$ cat src/rtl/gp_pkg.sv
// Shared types, default widths and a constant clog2 helper for the GP prefetch FIFO.
// Optional stall statistics in the top are enabled by GP_PREFETCH_STATS_EN.
package gp_pkg;

   localparam int GP_DATA_W = 32;
   localparam int GP_MEM_W  = 128;
   localparam int GP_ADDR_W = 31;

   typedef enum logic [1:0] {
      ST_IDLE  = 2'd0,
      ST_FETCH = 2'd1,
      ST_DRAIN = 2'd2
   } gp_state_e;

   // Smallest r with 2**r >= value; usable in constant expressions.
   function automatic int gp_clog2(input int value);
      int r;
      r = 0;
      for (int i = 0; i < 31; i++) begin
         if ((1 << i) < value) r = i + 1;
      end
      return r;
   endfunction

endpackage

$ cat src/rtl/gp_line_unpack.sv
// Selects successive DATA_W words out of one MEM_W line, word 0 from the low bits.
// Keeps the sub-word counter and flags the last word of the line.
module gp_line_unpack
   import gp_pkg::*;
#(
   parameter int DATA_W = GP_DATA_W,
   parameter int MEM_W  = GP_MEM_W
) (
   input  logic              clk,
   input  logic              rst_n,
   input  logic              clr_i,
   input  logic              adv_i,
   input  logic [MEM_W-1:0]  line_i,
   output logic [DATA_W-1:0] word_o,
   output logic              last_o
);

   localparam int WPL = MEM_W / DATA_W;
   localparam int SW  = (WPL > 1) ? gp_clog2(WPL) : 1;

   logic [SW-1:0] sub_q, sub_d;

   assign word_o = line_i[int'(sub_q) * DATA_W +: DATA_W];
   assign last_o = (sub_q == SW'(WPL - 1));

   always_comb begin
      sub_d = sub_q;
      if (clr_i) begin
         sub_d = '0;
      end else if (adv_i) begin
         sub_d = last_o ? '0 : sub_q + SW'(1);
      end
   end

   always_ff @(posedge clk or negedge rst_n) begin
      if (!rst_n) sub_q <= '0;
      else        sub_q <= sub_d;
   end

endmodule

$ cat src/rtl/gp_prefetch_fifo.sv
// DRAM prefetch FIFO for the GP command stream: credit-limited burst requests, line storage,
// word unpacking and abort/drain. Define GP_PREFETCH_STATS_EN to add the stall_cnt output.
module gp_prefetch_fifo
   import gp_pkg::*;
#(
   parameter int DATA_W      = GP_DATA_W,
   parameter int MEM_W       = GP_MEM_W,
   parameter int ADDR_W      = GP_ADDR_W,
   parameter int DEPTH_LINES = 8,
   parameter int BURST_BEATS = 2,
   parameter int ADDR_INC    = 8
) (
   input  logic              clk,
   input  logic              rst_n,
   input  logic              start,
   input  logic [ADDR_W-1:0] start_addr,
   input  logic              abort,
   output logic              busy,
   output logic              af_wr_en,
   output logic [ADDR_W-1:0] af_addr_din,
   input  logic              af_full,
   input  logic              rdf_valid,
   input  logic [MEM_W-1:0]  rdf_dout,
   output logic              rdf_rd_en,
   output logic              out_valid,
   output logic [DATA_W-1:0] out_data,
   input  logic              out_ready,
`ifdef GP_PREFETCH_STATS_EN
   output logic [31:0]       stall_cnt,
`endif
   output gp_state_e         dbg_state
);

   localparam int LW = gp_clog2(DEPTH_LINES);
   localparam int PW = LW + 1;
   localparam int CW = PW + 2;
   localparam logic [ADDR_W-1:0] ADDR_MASK = ~ADDR_W'(ADDR_INC - 1);

   gp_state_e         state_q, state_d;
   logic [ADDR_W-1:0] addr_q, addr_d;
   logic [PW-1:0]     outst_q, outst_d;
   logic [PW-1:0]     wr_ptr_q, wr_ptr_d, rd_ptr_q, rd_ptr_d;
   logic              out_valid_q, out_valid_d;
   logic [DATA_W-1:0] out_data_q, out_data_d;
   logic [MEM_W-1:0]  mem_q [DEPTH_LINES];

   logic              start_acc, flush, fire, beat_in, wr_en, credit_ok;
   logic              line_avail, can_load, last_word;
   logic [PW-1:0]     count, free_lines;
   logic [MEM_W-1:0]  line_src;
   logic [DATA_W-1:0] word;

   assign start_acc  = (state_q == ST_IDLE) && start && !abort;
   assign flush      = abort && (state_q != ST_IDLE);
   assign count      = wr_ptr_q - rd_ptr_q;
   assign free_lines = PW'(DEPTH_LINES) - count;
   // Space already promised to in-flight beats is not available for new requests.
   assign credit_ok  = (CW'(free_lines) >= CW'(outst_q) + CW'(BURST_BEATS));
   assign af_wr_en   = (state_q == ST_FETCH) && credit_ok;
   assign fire       = af_wr_en && !af_full;
   assign beat_in    = rdf_valid && (state_q != ST_IDLE);
   assign wr_en      = rdf_valid && (state_q == ST_FETCH) && !flush;

   // Output handshake: a word moves when out_valid & out_ready; out_valid/out_data only
   // change when the register is empty or its word is being taken this cycle.
   assign line_avail = (count != '0);
   assign line_src   = line_avail ? mem_q[rd_ptr_q[LW-1:0]] : rdf_dout;
   assign can_load   = (state_q == ST_FETCH) && !flush && (line_avail || wr_en)
                       && (!out_valid_q || out_ready);

   gp_line_unpack #(
      .DATA_W (DATA_W),
      .MEM_W  (MEM_W)
   ) u_unpack (
      .clk    (clk),
      .rst_n  (rst_n),
      .clr_i  (flush),
      .adv_i  (can_load),
      .line_i (line_src),
      .word_o (word),
      .last_o (last_word)
   );

   always_comb begin
      state_d = state_q;
      addr_d  = addr_q;
      case (state_q)
         ST_IDLE: begin
            if (start_acc) begin
               state_d = ST_FETCH;
               addr_d  = start_addr & ADDR_MASK;
            end
         end
         ST_FETCH: if (abort) state_d = ST_DRAIN;
         ST_DRAIN: if (outst_d == '0) state_d = ST_IDLE;
         default:  state_d = ST_IDLE;
      endcase
      if (fire) addr_d = addr_q + ADDR_W'(ADDR_INC);
   end

   always_comb begin
      outst_d     = outst_q + (fire ? PW'(BURST_BEATS) : '0) - (beat_in ? PW'(1) : '0);
      wr_ptr_d    = wr_ptr_q + (wr_en ? PW'(1) : '0);
      rd_ptr_d    = rd_ptr_q + ((can_load && last_word) ? PW'(1) : '0);
      out_valid_d = out_valid_q;
      out_data_d  = out_data_q;
      if (out_ready) out_valid_d = 1'b0;
      if (can_load) begin
         out_valid_d = 1'b1;
         out_data_d  = word;
      end
      if (flush) begin
         wr_ptr_d    = '0;
         rd_ptr_d    = '0;
         out_valid_d = 1'b0;
      end
   end

   always_ff @(posedge clk or negedge rst_n) begin
      if (!rst_n) begin
         state_q     <= ST_IDLE;
         addr_q      <= '0;
         outst_q     <= '0;
         wr_ptr_q    <= '0;
         rd_ptr_q    <= '0;
         out_valid_q <= 1'b0;
         out_data_q  <= '0;
      end else begin
         state_q     <= state_d;
         addr_q      <= addr_d;
         outst_q     <= outst_d;
         wr_ptr_q    <= wr_ptr_d;
         rd_ptr_q    <= rd_ptr_d;
         out_valid_q <= out_valid_d;
         out_data_q  <= out_data_d;
      end
   end

   always_ff @(posedge clk) begin
      if (wr_en) mem_q[wr_ptr_q[LW-1:0]] <= rdf_dout;
   end

`ifdef GP_PREFETCH_STATS_EN
   logic [31:0] stall_q, stall_d;

   always_comb begin
      stall_d = stall_q;
      if (start_acc) begin
         stall_d = '0;
      end else if (busy && out_ready && !out_valid_q && (stall_q != '1)) begin
         stall_d = stall_q + 32'd1;
      end
   end

   always_ff @(posedge clk or negedge rst_n) begin
      if (!rst_n) stall_q <= '0;
      else        stall_q <= stall_d;
   end

   assign stall_cnt = stall_q;
`endif

   assign busy        = (state_q != ST_IDLE);
   assign af_addr_din = addr_q;
   assign rdf_rd_en   = 1'b1;
   assign out_valid   = out_valid_q;
   assign out_data    = out_data_q;
   assign dbg_state   = state_q;

endmodule

$ cat config.mk
export PLATFORM = sky130hd
export DESIGN_NAME = gp_prefetch_fifo
export DESIGN_NICKNAME = d
export VERILOG_FILES = /design/src/rtl/gp_pkg.sv /design/src/rtl/gp_line_unpack.sv /design/src/rtl/gp_prefetch_fifo.sv
export SDC_FILE = /design/constraint.sdc
export NUM_CORES = 1
export LEC_CHECK = 0
export ABC_AREA = 1
export CORE_MARGIN = 10
export CORE_UTILIZATION = 42
export CTS_CLUSTER_SIZE = 40
export DETAILED_ROUTE_END_ITERATION = 10
export SLEW_MARGIN = 10
export SYNTH_ARGS = -nofsm -noshare
export SYNTH_HDL_FRONTEND = slang
export SYNTH_SLANG_ARGS = --single-unit
$ cat constraint.sdc
create_clock -name clk -period 9.2 [get_ports clk]
set_input_delay 1.84 -clock clk [delete_from_list [all_inputs] [get_ports clk]]
set_output_delay 1.84 -clock clk [all_outputs]
set_load 0.005 [all_outputs]
==> summary.log <==
INFO  outcome        run_status=finished clean
INFO  power          proportion_of_power_drawn_by_flip_flops_and_latches=48.5%
INFO  hold_path      hp-start=rd_ptr_q[3]
INFO  placed_design  placement.setup.worst_slack=3.764ns
INFO  logic_synthesis ys.warnings.count=0
INFO  power          switching_power=3.271mW
INFO  critical_path  cp.buffers_inverters=5
INFO  power          peakVddDrop=160.1µV
INFO  die            placeableCoreArea=114500µm²
INFO  sta            setup_violations=0
INFO  sta            slew-limit-headroom=19.09%
INFO  sta            period_share=66.95%
INFO  die            initial_utilization=42.32%
INFO  routing        drtPass1Iterations=6
INFO  layout         area.growth.synth_to_final=15.03%
INFO  power          leakage=22.09nW
INFO  routing        route.final.wire_length=137.0mm
INFO  critical_path  critPathLaunch=rd_ptr_q[2]
INFO  placed_design  detailed_place_hpwl=74.21mm
INFO  logic_synthesis avgSynthCellArea=10.05µm²
INFO  routing        drt.antenna.violating_nets=0
INFO  routing        via_count=33749
INFO  placed_design  place_congestion=0.8204
INFO  clock_tree     clock_root_buffer_master=sky130_fd_sc_hd__clkbuf_16
INFO  clock_tree     clkSinkCount=1101
INFO  global_routing grt_overflow_total=0
INFO  sta            hold_slack=0.5360ns
INFO  global_routing number_of_antenna_violations_at_the_first_check_in_global_routing=36
INFO  critical_path  crit_fanout=38
INFO  critical_path  crit-reg2reg-launch=rd_ptr_q[2]
INFO  routing        vias_per_cell=5.126
INFO  sta            clock.fmax=0.1624GHz
INFO  die            die_area=129400µm²
INFO  global_routing first_pass_grt_wire_length=204.2mm
INFO  global_routing vias_in_the_first_global_route=31905
INFO  clock_tree     numCtsBuffers=115
INFO  sta            grt_setup_unrepaired=no
INFO  critical_path  max_stage_delay=0.82ns
INFO  power          power.share.clock=36.9%
INFO  critical_path  cp_top_family=buffers and inverters
INFO  sta            final.setup_skew=0.02213ns
INFO  layout         layout.cells.most_common=sky130_fd_sc_hd__nand2_1
INFO  clock_tree     insertion_delay=0.71ns
INFO  die            num_io_pins=235
INFO  layout         layout.cell_area.non_filler=55740µm²
INFO  job            max_cap_viol_count=0
INFO  routing        drt_drc_violations_left=0
INFO  clock_tree     cts_h_tree_depth=3
INFO  clock_tree     clock_path_buffers=3
INFO  critical_path  path_common_cell=sky130_fd_sc_hd__inv_1
INFO  die            die_w=359.7µm
INFO  die            die_height=359.7µm
INFO  die            rows=124
INFO  sta            setup_tns=0ns
INFO  global_routing grt.total_usage=20.56%
INFO  routing        drt-initial-drc-count=2802
INFO  critical_path  worst_ep_arrival_time=4.32ns
INFO  clock_tree     cts_hold_repair.buffers=0
INFO  logic_synthesis synth_seq_cells=1101
INFO  critical_path  timing.setup.critical_path_class=reg -> out
INFO  placed_design  io_buffers=227
INFO  logic_synthesis mappedNetlistArea=48460µm²
INFO  power          power_switching_share=26.84%
INFO  clock_tree     clkTransAtPathRegs=0.06ns
INFO  sta            tightest_slew=1.214ns
INFO  critical_path  timing.critical_path.slowest_stage_cell=sky130_fd_sc_hd__dfrtp_4
INFO  logic_synthesis synth_sequential_area_ratio=67.43%
INFO  critical_path  critPathLaunchType=flop
INFO  sta            timing_hold_violations_final=0
INFO  sta            final.setup.worst_slack=3.041ns
INFO  critical_path  worstPathCellList=inv_6 -> ha_1 -> a21oi_1 -> nand3_1 -> nand2_1 -> xor2_1 -> inv_1 -> ha_1 -> inv_1 -> a21oi_1 -> o21ai_1 -> nand4_1 -> nand2_1 -> inv_1 -> clkdlybuf4s50_1
INFO  clock_tree     post-cts-setup-buffer-count=0
INFO  logic_synthesis post_synth_inst_count=4820
INFO  global_routing grt_max_degree=213
INFO  power          power=12.19mW
INFO  power          power_report.internal_total=8.916mW
INFO  sta            finalMaxSlewViolations=0
INFO  layout         share_of_layout_cells_above_drive_strength_1=5.600%
INFO  layout         count_of_nets_after_finishing=5143
INFO  sta            finalCriticalPeriod=6.159ns
INFO  placed_design  detailed_place.area=52050µm²
INFO  logic_synthesis post_synthesis_cell_type_count=33
INFO  layout         commonest_cells_after_routing_fill_and_taps_aside=sky130_fd_sc_hd__nand2_1 (1625), sky130_fd_sc_hd__edfxtp_1 (1024), sky130_fd_sc_hd__nand3_1 (571)
INFO  hold_path      worst_hold_check_path_type=reg -> reg
INFO  clock_tree     tritoncts=done
INFO  clock_tree     cts_resized=0
INFO  power          cellPowerDensity=218.6nW/µm²
INFO  critical_path  cp.required=7.36ns
INFO  power          combPwrFrac=14.5%
INFO  routing        post_drt_wl_per_cell=20.81µm
INFO  critical_path  crit_path_end_kind=primary output
through the flow:
step / instances / utilization, %
6_report: 6584 / 48.68
3_5_place_dp: 6351 / 45.46
5_1_grt: 6578 / 48.67
2_1_floorplan: 4822 / -
4_1_cts: 6566 / 48.64
3_3_place_gp: 6351 / 45.46
cell type report:
class	instances	area (µm²)
Antenna cell	18	45.04
Clock buffer	163	3198
Clock inverter	52	449.2
Fill cell	10387	58760
Inverter	470	1789
Multi-Input combinational cell	2996	12960
Sequential cell	1101	32700
Tap cell	1512	1892
Timing Repair Buffer	272	2708
power by group through the flow:
stage                     Clock, mW  Combinational [mW]  Sequential, mW
after floorplan                   0               0.946            5.91
after global routing           4.78                1.97            5.93
after CTS                      4.58                1.78            5.91
after detailed placement          0                1.77            6.01
final                          4.50                1.77            5.91
after global placement            0                1.74            6.01
Yosys cell counts:
library cell / count / area [µm²]
sky130_fd_sc_hd__xnor2_1: 10 / 87.58
sky130_fd_sc_hd__conb_1: 2 / 7.510
sky130_fd_sc_hd__nor4_1: 1 / 6.260
sky130_fd_sc_hd__nand3_1: 572 / 2863
sky130_fd_sc_hd__nand2_1: 1626 / 6103
sky130_fd_sc_hd__buf_4: 12 / 90.09
sky130_fd_sc_hd__o22ai_1: 3 / 18.77
sky130_fd_sc_hd__inv_2: 6 / 22.52
sky130_fd_sc_hd__nor2_1: 424 / 1592
sky130_fd_sc_hd__nor3_2: 1 / 10.01
sky130_fd_sc_hd__ha_1: 19 / 237.7
sky130_fd_sc_hd__dfrtp_1: 77 / 1927
sky130_fd_sc_hd__a21oi_1: 98 / 490.5
sky130_fd_sc_hd__nor3b_1: 1 / 7.510
sky130_fd_sc_hd__edfxtp_1: 1024 / 30750
sky130_fd_sc_hd__a21boi_1: 17 / 127.6
sky130_fd_sc_hd__a21boi_0: 4 / 30.03
sky130_fd_sc_hd__clkbuf_1: 93 / 349.1
sky130_fd_sc_hd__nand4_1: 8 / 50.05
sky130_fd_sc_hd__or2_2: 45 / 281.5
sky130_fd_sc_hd__or2_1: 22 / 137.6
sky130_fd_sc_hd__fa_1: 2 / 40.04
sky130_fd_sc_hd__inv_1: 464 / 1742
sky130_fd_sc_hd__nand3b_1: 5 / 37.54
sky130_fd_sc_hd__o21ai_0: 79 / 395.4
sky130_fd_sc_hd__xor2_1: 18 / 157.7
sky130_fd_sc_hd__o21ai_1: 4 / 20.02
sky130_fd_sc_hd__buf_2: 110 / 550.5
sky130_fd_sc_hd__buf_1: 40 / 150.1
sky130_fd_sc_hd__nor2_2: 3 / 18.77
sky130_fd_sc_hd__o21bai_1: 1 / 7.510
sky130_fd_sc_hd__o31ai_1: 2 / 15.01
sky130_fd_sc_hd__nor3_1: 27 / 135.1
path summary, 6_finish.rpt:
check	to	slack [ns]	cells after the start
max	af_wr_en	3.04	15
min	rd_ptr_q[3]	0.54	1
max reg2reg	dbg_state[1]	4.23	22
min reg2reg	rd_ptr_q[3]	0.54	1
max in group asynchronous	u_unpack.sub_q[0]	6.82	2
min in group asynchronous	af_addr_din[30]	1.13	1
per-layer routing:
layer	vias to the layer above	GRT usage, %	part of all wire, %
met5	-	0	0.12
met4	26	6.773	2.2
met3	227	4.328	7.9
met2	1141	32.37	46
met1	16274	28.25	44
li1	16081	-	-
cells by family (layout without fill, tap and decap cells):
group | Yosys count | in the layout | synth area share, %
AOI/OAI and AO/OA | 208 | 208 | 2.280
adders and majority gates | 21 | 21 | 0.5732
xor gates and xnor gates | 28 | 28 | 0.5061
DFF | 1101 | 1101 | 67.43
and+or+nand+nor | 2735 | 2735 | 23.20
buffers and inverters | 725 | 957 | 5.993
other | 2 | 22 | 0.01550
registers in the layout, summed over array words and instances (netlist names):
| register | cells |
|---|---|
| mem_q | 1024 |
| out_data | 32 |
| af_addr_din | 28 |
| outst_q | 4 |
| rd_ptr_q | 4 |
| wr_ptr_q | 4 |
| dbg_state | 2 |
| u_unpack.sub_q | 2 |
| out_valid | 1 |
Note: power is estimated with default switching activity, not from simulation.
